File: src/rtl/cla_sub_pipe_64_if.sv
// Operand/result handshake bundle for the pipelined subtractor.
// master = operand producer and result consumer; slave = the subtractor.
interface cla_sub_pipe_64_if #(
    parameter int WIDTH = 64
);
    logic             in_valid;
    logic             in_ready;
    logic [WIDTH-1:0] a;
    logic [WIDTH-1:0] b;
    logic             bin;
    logic             out_valid;
    logic             out_ready;
    logic [WIDTH-1:0] diff;
    logic             bout;
    logic             ovf;

    modport master (
        output in_valid, a, b, bin, out_ready,
        input  in_ready, out_valid, diff, bout, ovf
    );

    modport slave (
        input  in_valid, a, b, bin, out_ready,
        output in_ready, out_valid, diff, bout, ovf
    );
endinterface

File: src/rtl/cla_sub_pipe_64.sv
// Pipelined a - b - bin built from SLICE-bit carry-lookahead slices, one slice per stage.
// Latency: STAGES clock edges counting the accepting edge; one result per cycle.
// Backpressure: global stall, in_ready = !out_valid || out_ready; every stage holds when stalled.
module cla_sub_pipe_64 #(
    parameter int WIDTH = 64,
    parameter int SLICE = 16
) (
    input  logic                  clk,
    input  logic                  rst,
    cla_sub_pipe_64_if.slave      bus
);
    localparam int STAGES = WIDTH / SLICE;

    typedef struct packed {
        logic             vld;
        logic             c;
        logic [WIDTH-1:0] a;
        logic [WIDTH-1:0] b;
        logic [WIDTH-1:0] diff;
    } stage_t;

    // Flat lookahead form: each carry is a sum of generate terms masked by propagate runs.
    function automatic logic [SLICE:0] cla_slice(
        input logic [SLICE-1:0] x,
        input logic [SLICE-1:0] y,
        input logic             cin
    );
        logic [SLICE-1:0] g;
        logic [SLICE-1:0] p;
        logic [SLICE:0]   c;
        logic             cc;
        logic             pp;
        g    = x & y;
        p    = x ^ y;
        c    = '0;
        c[0] = cin;
        for (int i = 0; i < SLICE; i++) begin
            cc = g[i];
            pp = p[i];
            for (int j = i - 1; j >= 0; j--) begin
                cc = cc | (pp & g[j]);
                pp = pp & p[j];
            end
            c[i+1] = cc | (pp & cin);
        end
        return {c[SLICE], p ^ c[SLICE-1:0]};
    endfunction

    stage_t           stage_q [STAGES-1];
    stage_t           stage_d [STAGES-1];
    logic [SLICE:0]   res     [STAGES];
    logic [WIDTH-1:0] diff_d;
    logic             ovf_d;
    logic             out_vld_q;
    logic             bout_q;
    logic             ovf_q;
    logic [WIDTH-1:0] diff_q;
    logic             advance;

    assign advance       = !out_vld_q || bus.out_ready;
    assign bus.in_ready  = advance;
    assign bus.out_valid = out_vld_q;
    assign bus.diff      = diff_q;
    assign bus.bout      = bout_q;
    assign bus.ovf       = ovf_q;

    always_comb begin
        // Subtraction as a + ~b with carry-in ~bin; the final carry is the inverted borrow.
        res[0]     = cla_slice(bus.a[SLICE-1:0], ~bus.b[SLICE-1:0], ~bus.bin);
        stage_d[0] = '{vld:  bus.in_valid,
                       c:    res[0][SLICE],
                       a:    bus.a,
                       b:    bus.b,
                       diff: {{(WIDTH-SLICE){1'b0}}, res[0][SLICE-1:0]}};
        for (int k = 1; k < STAGES - 1; k++) begin
            res[k]     = cla_slice(stage_q[k-1].a[k*SLICE +: SLICE],
                                   ~stage_q[k-1].b[k*SLICE +: SLICE],
                                   stage_q[k-1].c);
            stage_d[k]                        = stage_q[k-1];
            stage_d[k].c                      = res[k][SLICE];
            stage_d[k].diff[k*SLICE +: SLICE] = res[k][SLICE-1:0];
        end
        res[STAGES-1] = cla_slice(stage_q[STAGES-2].a[WIDTH-SLICE +: SLICE],
                                  ~stage_q[STAGES-2].b[WIDTH-SLICE +: SLICE],
                                  stage_q[STAGES-2].c);
        diff_d                        = stage_q[STAGES-2].diff;
        diff_d[WIDTH-SLICE +: SLICE]  = res[STAGES-1][SLICE-1:0];
        ovf_d = (stage_q[STAGES-2].a[WIDTH-1] != stage_q[STAGES-2].b[WIDTH-1]) &&
                (diff_d[WIDTH-1] != stage_q[STAGES-2].a[WIDTH-1]);
    end

    always_ff @(posedge clk or posedge rst) begin
        if (rst) begin
            for (int k = 0; k < STAGES - 1; k++) begin
                stage_q[k] <= '0;
            end
            out_vld_q <= 1'b0;
            diff_q    <= '0;
            bout_q    <= 1'b0;
            ovf_q     <= 1'b0;
        end else if (advance) begin
            for (int k = 0; k < STAGES - 1; k++) begin
                stage_q[k] <= stage_d[k];
            end
            out_vld_q <= stage_q[STAGES-2].vld;
            diff_q    <= diff_d;
            bout_q    <= ~res[STAGES-1][SLICE];
            ovf_q     <= ovf_d;
        end
    end
endmodule

File: src/flat_wrapper.sv
// flat-port wrapper written by rule: the top's interface ports become plain ports
module cla_sub_pipe_64_flat 
#(
    parameter int WIDTH = 64,
    parameter int SLICE = 16
)
  (clk, rst, bus_in_valid, bus_a, bus_b, bus_bin, bus_out_ready, bus_in_ready, bus_out_valid, bus_diff, bus_bout, bus_ovf);
  cla_sub_pipe_64_if #(.WIDTH(WIDTH)) bus_i ();
  input  logic clk;
  input  logic rst;
  input wire logic [$bits(bus_i.in_valid)-1:0] bus_in_valid;
  input wire logic [$bits(bus_i.a)-1:0] bus_a;
  input wire logic [$bits(bus_i.b)-1:0] bus_b;
  input wire logic [$bits(bus_i.bin)-1:0] bus_bin;
  input wire logic [$bits(bus_i.out_ready)-1:0] bus_out_ready;
  output wire logic [$bits(bus_i.in_ready)-1:0] bus_in_ready;
  output wire logic [$bits(bus_i.out_valid)-1:0] bus_out_valid;
  output wire logic [$bits(bus_i.diff)-1:0] bus_diff;
  output wire logic [$bits(bus_i.bout)-1:0] bus_bout;
  output wire logic [$bits(bus_i.ovf)-1:0] bus_ovf;
  assign bus_i.in_valid = bus_in_valid;
  assign bus_i.a = bus_a;
  assign bus_i.b = bus_b;
  assign bus_i.bin = bus_bin;
  assign bus_i.out_ready = bus_out_ready;
  assign bus_in_ready = bus_i.in_ready;
  assign bus_out_valid = bus_i.out_valid;
  assign bus_diff = bus_i.diff;
  assign bus_bout = bus_i.bout;
  assign bus_ovf = bus_i.ovf;
  cla_sub_pipe_64 #(.WIDTH(WIDTH), .SLICE(SLICE)) u_core (.clk(clk), .rst(rst), .bus(bus_i));
endmodule
File: config.mk
export PLATFORM = sky130hd
export DESIGN_NAME = cla_sub_pipe_64_flat
export DESIGN_NICKNAME = d
export VERILOG_FILES = /design/src/rtl/cla_sub_pipe_64_if.sv /design/src/rtl/cla_sub_pipe_64.sv /design/src/flat_wrapper.sv
export SDC_FILE = /design/constraint.sdc
export NUM_CORES = 1
export LEC_CHECK = 0
export CAP_MARGIN = 5
export CORE_AREA = 5 5 205 207
export CTS_CLUSTER_DIAMETER = 100
export DETAILED_ROUTE_END_ITERATION = 10
export DIE_AREA = 0 0 210 212
export PLACE_DENSITY_LB_ADDON = 0.08
export SLEW_MARGIN = 20
export SYNTH_ARGS = -nofsm -noshare
export SYNTH_HDL_FRONTEND = slang
export SYNTH_SLANG_ARGS = --single-unit
File: constraint.sdc
create_clock -name clk -period 11.9 [get_ports clk]
set_clock_uncertainty 0.2 [all_clocks]
set_input_delay 1.19 -clock clk [delete_from_list [all_inputs] [get_ports clk]]
set_output_delay 1.19 -clock clk [all_outputs]
set_load 0.005 [all_outputs]
Word-level counts from Yosys, hierarchy flattened
Cells that the tools add are included.
{"block": "word_totals", "reg_bits": 553, "in_bits": 133, "ramBits": 0, "latch_bits": 0, "mem_count": 0, "romBits": 0, "output_inout_bits": 68}
{"block": "op_classes", "n_lt_le_gt_ge": 0, "n_div": 0, "n_reduce_logical": 3, "n_eq_ne": 2, "n_addsub": 0, "mux": 0, "mul": 0, "shift": 0, "bitwise_logic": 1586}
{"op": "$and 1x1->1", "count": 1024}
{"op": "$or 1x1->1", "count": 544}
{"op": "$xor 16x16->16", "count": 8}
{"op": "$and 16x16->16", "count": 4}
{"op": "$not 16->16", "count": 4}
{"op": "$ne 1x1->1", "count": 2}
{"op": "$not 1->1", "count": 2}
{"op": "$logic_and 1x1->1", "count": 1}
{"op": "$logic_not 1->1", "count": 1}
{"op": "$logic_or 1x1->1", "count": 1}

Depth between registers and ports, before layout
Gate-level depths: netlist of run 1.
{"block": "logic_depth", "depth_word": 21, "depth_mapped": 10, "depth_no_buf": 10}

Worst setup path before layout of run 1
Ideal clock, no wire load.
{"block": "synth_path", "kind": "input -> output", "startpoint": "input port bus_out_ready", "endpoint": "output port bus_in_ready", "path_buffers": 4, "stages": 6, "required_time_ps": 10510, "arrival_ps": 2273, "setup_slack_ps": 8237, "cell_sequence": "nor2b_1 clkbuf_1 inv_1 clkbuf_1 clkbuf_1 buf_1"}
{"block": "synth_between", "elab_chain_cells": 1}
{"element": "start, declared", "line": "flat_wrapper.sv:15", "rtl": "input wire logic [$bits(bus_i.out_ready)-1:0] bus_out_ready;"}
{"element": "$logic_or 1x1->1", "line": "cla_sub_pipe_64.sv:60", "rtl": "assign advance = !out_vld_q || bus.out_ready;"}
{"element": "end, declared", "line": "flat_wrapper.sv:16", "rtl": "output wire logic [$bits(bus_i.in_ready)-1:0] bus_in_ready;"}
No other way between the ends.

Final worst setup path of run 1
Same ends and word-level chain as after synthesis.

==> results of run 1 <==
layout make-up:
type / instances / area, µm²
sequential: 361 / 9030
clock buffer: 58 / 1140
fill: 3916 / 20800
inverter: 79 / 312
timing repair buffer: 206 / 2090
multi-input combinational: 1245 / 6110
tap: 532 / 666
clock inverter: 10 / 75.1
registers in the layout, indices dropped and copies added (netlist names):
signal,cells
u_core.bus.bout,1
u_core.diff_d,48
u_core.bus.ovf,1
u_core.stage_d,210
u_core.stage_q,36
u_core.bus.diff,64
u_core.bus.out_valid,1
stage by stage:
| stage | hold WS, ns | area, µm² | std cells | util, % |
|---|---|---|---|---|
| floorplan | 0.230 | 15700 | 1765 | - |
| global placement | 0.242 | 18200 | 2423 | 45.3 |
| detailed placement | 0.247 | 18200 | 2423 | 45.3 |
| CTS | 0.260 | 19400 | 2491 | 48.3 |
| global route | 0.275 | 19400 | 2491 | 48.3 |
| finish | 0.260 | 19400 | 2491 | 48.3 |
power by group through the flow:
| stage | combinational, mW | sequential, mW | clock, mW |
|---|---|---|---|
| final | 1.95 | 2.04 | 1.16 |
| after global routing | 2.25 | 2.11 | 1.26 |
| after CTS | 1.99 | 2.05 | 1.21 |
| after detailed placement | 1.98 | 2.07 | 0 |
| after global placement | 1.94 | 2.06 | 0 |
| after floorplan | 1.37 | 2.01 | 0 |
Yosys cell counts (2+ instances only):
master                     instances  area [µm²]
sky130_fd_sc_hd__nand2_1         822        3090
sky130_fd_sc_hd__dfrtp_1         361        9030
sky130_fd_sc_hd__inv_1            79         297
sky130_fd_sc_hd__o21ai_0          77         385
sky130_fd_sc_hd__clkbuf_1         73         274
sky130_fd_sc_hd__ha_1             64         801
sky130_fd_sc_hd__nor2_1           58         218
sky130_fd_sc_hd__a21oi_1          52         260
sky130_fd_sc_hd__xor2_1           26         228
sky130_fd_sc_hd__xnor2_1          21         184
sky130_fd_sc_hd__nor2b_1          10        62.6
sky130_fd_sc_hd__o31ai_1          10        75.1
sky130_fd_sc_hd__nand2b_1          9        56.3
sky130_fd_sc_hd__nor3_1            9        45.0
sky130_fd_sc_hd__a21o_1            8        60.1
sky130_fd_sc_hd__a211oi_1          7        52.6
sky130_fd_sc_hd__buf_1             7        26.3
sky130_fd_sc_hd__or3_1             7        43.8
sky130_fd_sc_hd__a31oi_1           6        37.5
sky130_fd_sc_hd__and3_1            6        37.5
sky130_fd_sc_hd__nand3_1           5        25.0
sky130_fd_sc_hd__and2_1            4        25.0
sky130_fd_sc_hd__fa_1              4        80.1
sky130_fd_sc_hd__o211ai_1          4        30.0
sky130_fd_sc_hd__nor4_1            3        18.8
sky130_fd_sc_hd__o21a_1            3        22.5
sky130_fd_sc_hd__a211o_1           2        17.5
sky130_fd_sc_hd__a22o_1            2        17.5
sky130_fd_sc_hd__and4_1            2        17.5
sky130_fd_sc_hd__nand4_1           2        12.5
sky130_fd_sc_hd__o21bai_1          2        15.0
sky130_fd_sc_hd__o31a_1            2        17.5
final timing paths:
| check | startpoint | to | slack [ns] |
|---|---|---|---|
| worst max register to register | u_core.bus.out_valid | u_core.stage_d[196] | 8.66 |
| min in group asynchronous | rst | u_core.stage_d[282] | 1.05 |
| worst max-delay path | bus_out_ready | bus_in_ready | 7.64 |
| worst min register to register | u_core.stage_q[193] | u_core.bus.out_valid | 0.26 |
| worst min-delay path | u_core.stage_q[193] | u_core.bus.out_valid | 0.26 |
| max in group asynchronous | rst | u_core.stage_d[114] | 9.07 |
cells by family (layout without fill, tap and decap cells):
group	count (synthesis)	in the layout	share of synthesized area [%]
XOR/XNOR	47	47	2.62
multiplexers	1	1	0.0716
flip-flops	361	361	57.4
AO/OA/AOI/OAI	187	187	7.07
AND/OR/NAND/NOR	942	942	23.4
adder cells (fa/ha/maj)	68	68	5.60
buffers and inverters	159	353	3.79
cell usage in the layout, fill, tap and decap left out, types with 2 or more instances in the layout:
cell                              instances
sky130_fd_sc_hd__ha_1                    64
sky130_fd_sc_hd__a31oi_1                  6
sky130_fd_sc_hd__inv_8                    2
sky130_fd_sc_hd__nor4_1                   3
sky130_fd_sc_hd__clkdlybuf4s50_1        200
sky130_fd_sc_hd__xor2_1                  26
sky130_fd_sc_hd__a21oi_1                 52
sky130_fd_sc_hd__dfrtp_1                361
sky130_fd_sc_hd__a22o_1                   2
sky130_fd_sc_hd__nor2_1                  58
sky130_fd_sc_hd__and3_1                   6
sky130_fd_sc_hd__a211oi_1                 7
sky130_fd_sc_hd__clkbuf_8                 5
sky130_fd_sc_hd__and2_1                   4
sky130_fd_sc_hd__o31ai_1                 10
sky130_fd_sc_hd__fa_1                     4
sky130_fd_sc_hd__clkinv_2                 9
sky130_fd_sc_hd__nand2_1                822
sky130_fd_sc_hd__o21ai_0                 77
sky130_fd_sc_hd__nand2b_1                 9
sky130_fd_sc_hd__xnor2_1                 21
sky130_fd_sc_hd__o21bai_1                 2
sky130_fd_sc_hd__o211ai_1                 4
sky130_fd_sc_hd__or3_1                    7
sky130_fd_sc_hd__clkbuf_1                12
sky130_fd_sc_hd__nor2b_1                  9
sky130_fd_sc_hd__nor3_1                   9
sky130_fd_sc_hd__o21a_1                   3
sky130_fd_sc_hd__and4_1                   2
sky130_fd_sc_hd__inv_1                   77
sky130_fd_sc_hd__a21o_1                   8
sky130_fd_sc_hd__buf_4                    2
sky130_fd_sc_hd__a211o_1                  2
sky130_fd_sc_hd__buf_12                   3
sky130_fd_sc_hd__nand3_1                  5
sky130_fd_sc_hd__clkbuf_16               41
sky130_fd_sc_hd__nand4_1                  2
sky130_fd_sc_hd__o31a_1                   2
worst max-delay path: stages:
cell,delay (ns)
sky130_fd_sc_hd__clkdlybuf4s50_1,0.51
sky130_fd_sc_hd__nor2b_4,0.08
sky130_fd_sc_hd__inv_8,0.36
sky130_fd_sc_hd__clkdlybuf4s50_1,0.61
metal layers:
metal | vias up | track usage [%]
met4 | 0 | 5.13
li1 | 5907 | -
met1 | 5346 | 21.6
met3 | 51 | 2.86
met5 | - | 0
met2 | 179 | 24.4
==> results.txt, run 1 <==
----------------------------------------------------
[Critical path]
  Type of the worst setup path ... primary input to primary output
  Cell depth of the worst flop-to-flop path ... 6
  Critical Path End Type ... primary output
  Critical path data arrival time ... 2.87 ns
  Worst-path maximum fanout ... 108
  Critical path startpoint category ... primary input
  Required time of the critical path ... roughly 11 ns

[Floorplan]
  Die width ... 210 µm
  Vertical die dimension ... approximately 210 µm
  Die ar. ... around 45000 µm²
  Core region area ... 40200 µm²
  Ports ... 201
  Effective utilization at floorplan ... 39.2%
  Standard-cell rows ... 74

[Detailed routing]
  Sum of met3 wire segment lengths after detailed routing ... between 1 and 1.5 mm
  Drt total wl ... 34.1 mm
  Wire length per cell after detailed routing ... 13.7 µm
  First-pass detailed-route iteration total ... 4
  Detailed-routed wire length on met2 ... about 16 mm
  Top Metal Used ... met4
  Final routed DRC violation total ... 0
  Number of design-rule violations left by the first detailed-router iteration ... between 600 and 700
  WL met1 ... 16.2 mm
  Via count ... 11500
  Number of antenna-violating nets in the routed design ... 0
  Vias per cell ... about 4.6

[Synthesis]
  Number of different library cells in the post-synthesis netlist ... 50
  Mapped Cells ... ~1800
  Netlist area before placement ... between 15000 and 20000 µm²
  Flip-flop and latch count after synthesis ... 361
  Sequential-to-total area share from yosys stat ... 57.4%
  Number of enable-type register cells in the synthesized netlist ... 0
  Count of yosys warnings during synthesis ... 0
  Fraction of registers with async set or reset after synthesis ... 100%
  Most used flip-flop cell after synthesis ... sky130_fd_sc_hd__dfrtp_1
  Synthesized net count ... between 1500 and 2000
  Average instance area after synthesis ... just under 9 µm²

[CTS]
  Number of levels in the clock H-tree ... 2
  Post-CTS Setup Repair Bufs ... 0
  Clk root buf ... sky130_fd_sc_hd__clkbuf_16
  Maximum clock path buffer count ... 3
  Quantity of hold-fixing buffers added after cts ... 0
  Clock tree from TritonCTS ... built
  Clock transition time at the flip-flop clock pins of the worst setup and hold paths ... ~0.06 ns
  Post-cts gate resize count ... 0
  Insertion delay of the later-clocked pin in the worst-skew pair ... 0.54 ns
  Clock tree sinks ... 361
  Inserted Clock Buffers ... ~40

[STA]
  Endpoints failing setup ... 0
  Maximum frequency from static timing analysis ... between 200 and 250 MHz
  Fin Setup TNS ... 0 ns
  Least setup slack across all paths after layout ... 7.64 ns
  Final number of hold-violating endpoints ... 0
  Headroom to the max-slew limit ... 31.9%
  Unrepaired setup endpoints after global routing ... false
  Worst-Margin Slew ... 1.02 ns
  Final clock period utilization by the worst path ... 35.8%
  Min Clock Period, post-route ... 4.26 ns
  Number of slew-limit violations in the final report ... 0

[Final layout]
  Share of post-route cells with drive strength above 1 ... 3.68%
  Diodes inserted ... 0
  Net count reported at finish ... 2135
  Area overhead of the layout relative to synthesis ... 23.5%

[GRT]
  Initial antenna violation count ... 0
  Congestion Overflow GR ... 0
  Largest net degree at the start of global routing ... roughly 230
  First-pass GRT wire length ... 57.5 mm
  Vias in the first global route ... 11600
  Total routing usage reported by global routing ... between 15 and 20%

[Placement]
  Worst setup slack before clock tree synthesis ... between 7 and 8 ns
  Buffers added on ports ... 200
  Weighted congestion at the end of routability-driven global placement ... 0.767
  Detailed placer's ending HPWL ... 21.9 mm

[Status]
  Outcome ... completed

[Power]
  Logic pwr share ... 37.8%
  Switching power ... 1.81 mW
  Ratio of total power to cell area ... between 200 and 300 nW/µm²
  Switching share of power ... 35.2%
  Leakage component of the power ... a little under 10 nW
  Clock Power Share ... 22.6%
  Maximum resistive drop on vdd ... 0.104 mV
  Cell internal pwr ... 3.34 mW
  Total power of the final layout ... roughly 5.2 mW
  Seq pwr share ... 39.6%

[Hold path]
  Worst Hold Path Cells ... 1
  Type of the tightest min-delay check ... register to register

[Flow run]
  Max-Cap Viols ... 0

----------------------------------------------------
Power figures use the tool's default switching activity.
==> run 2: changes to the inputs <==
==> constraint.sdc (replaced) <==
create_clock -name clk -period 3.8 [get_ports clk]
set_clock_uncertainty 0.2 [all_clocks]
set_input_delay 0.38 -clock clk [delete_from_list [all_inputs] [get_ports clk]]
set_output_delay 0.38 -clock clk [all_outputs]
set_load 0.005 [all_outputs]
==> results.txt, run 2 (synthesized netlist as in run 1, its figures left out) <==
----------------------------------------------------
[CTS]
  Clock tree sinks ... 361 (unchanged)
  Post-CTS Setup Repair Bufs ... 0 (unchanged)
  Post-cts gate resize count ... 0 (unchanged)
  Insertion delay of the later-clocked pin in the worst-skew pair ... 0.55 ns (about the same)
  Clock tree from TritonCTS ... built
  Clk root buf ... sky130_fd_sc_hd__clkbuf_16
  Clock transition time at the flip-flop clock pins of the worst setup and hold paths ... 0.06 ns (about the same)
  Maximum clock path buffer count ... 3 (unchanged)
  Quantity of hold-fixing buffers added after cts ... 0 (unchanged)
  Inserted Clock Buffers ... 41 (unchanged)
  Number of levels in the clock H-tree ... 2 (unchanged)

[Critical path]
  Worst-path maximum fanout ... 4 (-96%)
  Required time of the critical path ... 4.01 ns (-6.50 ns)
  Critical Path End Type ... register
  Type of the worst setup path ... primary input to register
  Worst setup path endpoint ... u_core.stage_d[208]
  Highest cell delay on the worst timing path ... 0.52 ns (-0.09 ns)
  Crit Reg-Reg Startpoint ... u_core.stage_d[96]
  Critical path data arrival time ... 3.11 ns (+0.24 ns)
  Cell depth of the worst flop-to-flop path ... 10 (+4)
  Critical path, cell by cell ... clkdlybuf4s50_1 -> inv_1 -> ha_1 -> nor2b_1 -> o211ai_1 -> and3_1 -> nor3_1 -> nor3_1 -> o31ai_1 -> a2111oi_0 -> nor3b_1
  Reg-to-reg setup timing slack ... 0.91 ns (-7.75 ns)
  Worst r2r dst ... u_core.diff_d[47]
  Crit path top cell by count ... sky130_fd_sc_hd__nor3_1
  CP max stage cell ... sky130_fd_sc_hd__clkdlybuf4s50_1
  Critical path startpoint category ... primary input
  Worst setup path start ... bus_b[0]

[GRT]
  Congestion Overflow GR ... 0 (unchanged)
  Initial antenna violation count ... 0 (unchanged)
  Total routing usage reported by global routing ... 15.6% (+0.14 points)
  First-pass GRT wire length ... 57.9 mm (+0.72%)
  Vias in the first global route ... 11700 (+0.53%)
  Largest net degree at the start of global routing ... 175 (-23%)

[Detailed routing]
  Number of design-rule violations left by the first detailed-router iteration ... 629 (-3.7%)
  Drt total wl ... 34.5 mm (+1.3%)
  First-pass detailed-route iteration total ... 5 (+1)
  Via count ... 11600 (+0.90%)
  Number of antenna-violating nets in the routed design ... 0 (unchanged)
  Vias per cell ... 4.63 (+0.37%)
  Final routed DRC violation total ... 0 (unchanged)
  Wire length per cell after detailed routing ... 13.8 µm (+0.81%)

[Hold path]
  Type of the tightest min-delay check ... primary input to async pin

[STA]
  Worst-Margin Slew ... 0.793 ns (-0.228 ns)
  Unrepaired setup endpoints after global routing ... false
  Final clock period utilization by the worst path ... 76.3%
  Endpoints failing setup ... 0 (unchanged)
  Maximum frequency from static timing analysis ... 345 MHz
  Worst hold slack ... 0.0234 ns (-0.237 ns)
  Final number of hold-violating endpoints ... 0 (unchanged)
  Headroom to the max-slew limit ... 47.1% (+15 points)
  Fin Setup TNS ... 0 ns (unchanged)
  Min Clock Period, post-route ... approximately 2.9 ns
  Number of slew-limit violations in the final report ... 0 (unchanged)

[Final layout]
  Final design utilization ... 49.0% (+0.69 points)
  Diodes inserted ... 0 (unchanged)
  Area overhead of the layout relative to synthesis ... 25.2%
  Max FFs per register ... 210 (unchanged)
  Top library cells by usage in the layout, fill and taps aside ... sky130_fd_sc_hd__nand2_1 (822), sky130_fd_sc_hd__dfrtp_1 (361), sky130_fd_sc_hd__clkdlybuf4s50_1 (200)
  Number of fill cells in the layout ... 3965 (+1.3%)
  Finished Cell Area ... 19700 µm² (+1.4%)
  Net count reported at finish ... 2141 (+0.28%)
  Most common library cell in the layout ignoring fill and taps ... sky130_fd_sc_hd__nand2_1
  Share of post-route cells with drive strength above 1 ... 4.56% (+0.89 points)

[Placement]
  Buffers added on ports ... 200 (unchanged)
  Weighted congestion at the end of routability-driven global placement ... 0.795 (+3.6%)
  Detailed placer's ending HPWL ... 22.4 mm (+2.2%)
  Post-DP Area ... 18300 µm² (+0.57%)

[Power]
  Total power of the final layout ... 16.5 mW (+220%)
  Ratio of total power to cell area ... 840 nW/µm² (+220%)
  Maximum resistive drop on vdd ... 0.454 mV (+340%)
  Leakage component of the power ... 9.85 nW (+1.4%)

[Status]
  Outcome ... completed

[Floorplan]
  Vertical die dimension ... 212 µm (unchanged)
  Die ar. ... 44500 µm² (unchanged)
  Die width ... 210 µm (unchanged)
  Standard-cell rows ... 74 (unchanged)
  Core region area ... 40200 µm² (unchanged)
  Ports ... 201 (unchanged)
  Effective utilization at floorplan ... 39.2% (unchanged)

[Flow run]
  Max-Cap Viols ... 0 (unchanged)

----------------------------------------------------
[run 2: metrics by stage]
step           cells  setup WS [ns]
2_1_floorplan   1765          -1.62
3_3_place_gp    2429          0.512
3_5_place_dp    2429          0.356
4_1_cts         2504          0.868
5_1_grt         2504          0.664
6_report        2504          0.900
[run 2: where the power goes]
group | switching, mW | internal (mW) | total [mW]
logic | 3.33 | 2.81 | 6.14
clock network | 1.58 | 2.45 | 4.04
registers | 0.840 | 5.54 | 6.38
total | 5.75 | 10.8 | 16.5
[run 2: worst min path at each step]
| stage | from | endpoint | cells after the start |
|---|---|---|---|
| final | rst | u_core.bus.diff[29] | 2 |
| after global routing | rst | u_core.bus.diff[29] | 2 |
| after global placement | u_core.stage_q[193] | u_core.stage_q[193] | 2 |
| after floorplan | u_core.stage_q[193] | u_core.stage_q[193] | 2 |
| after CTS | rst | u_core.bus.diff[29] | 2 |
| after detailed placement | u_core.bus.diff[42] | u_core.bus.diff[42] | 2 |
[run 2: layer usage]
metal	share of wire [%]	GRT usage, %
met2	46	24.8
met4	2.5	5.22
met5	0	0
met1	48	21.7
met3	4.0	2.80
[run 2: worst max-delay path: cells and delay by family]
| family | cells | cell delay (ns) |
|---|---|---|
| compound gates | 3 | 0.95 |
| buf+inv | 2 | 0.59 |
| simple gates | 5 | 0.91 |
| fa+ha+maj | 1 | 0.28 |
[run 2: cell type report]
type / instances / area, µm² / area share (%)
clock buffers: 59 / 1230 / 6.22
clock inverters: 16 / 166 / 0.845
flip-flops and latches: 361 / 9030 / 45.9
multi-input cells: 1245 / 6110 / 31.0
repair buffers: 212 / 2190 / 11.1
inverters: 79 / 308 / 1.56
well taps: 532 / 666 / 3.38
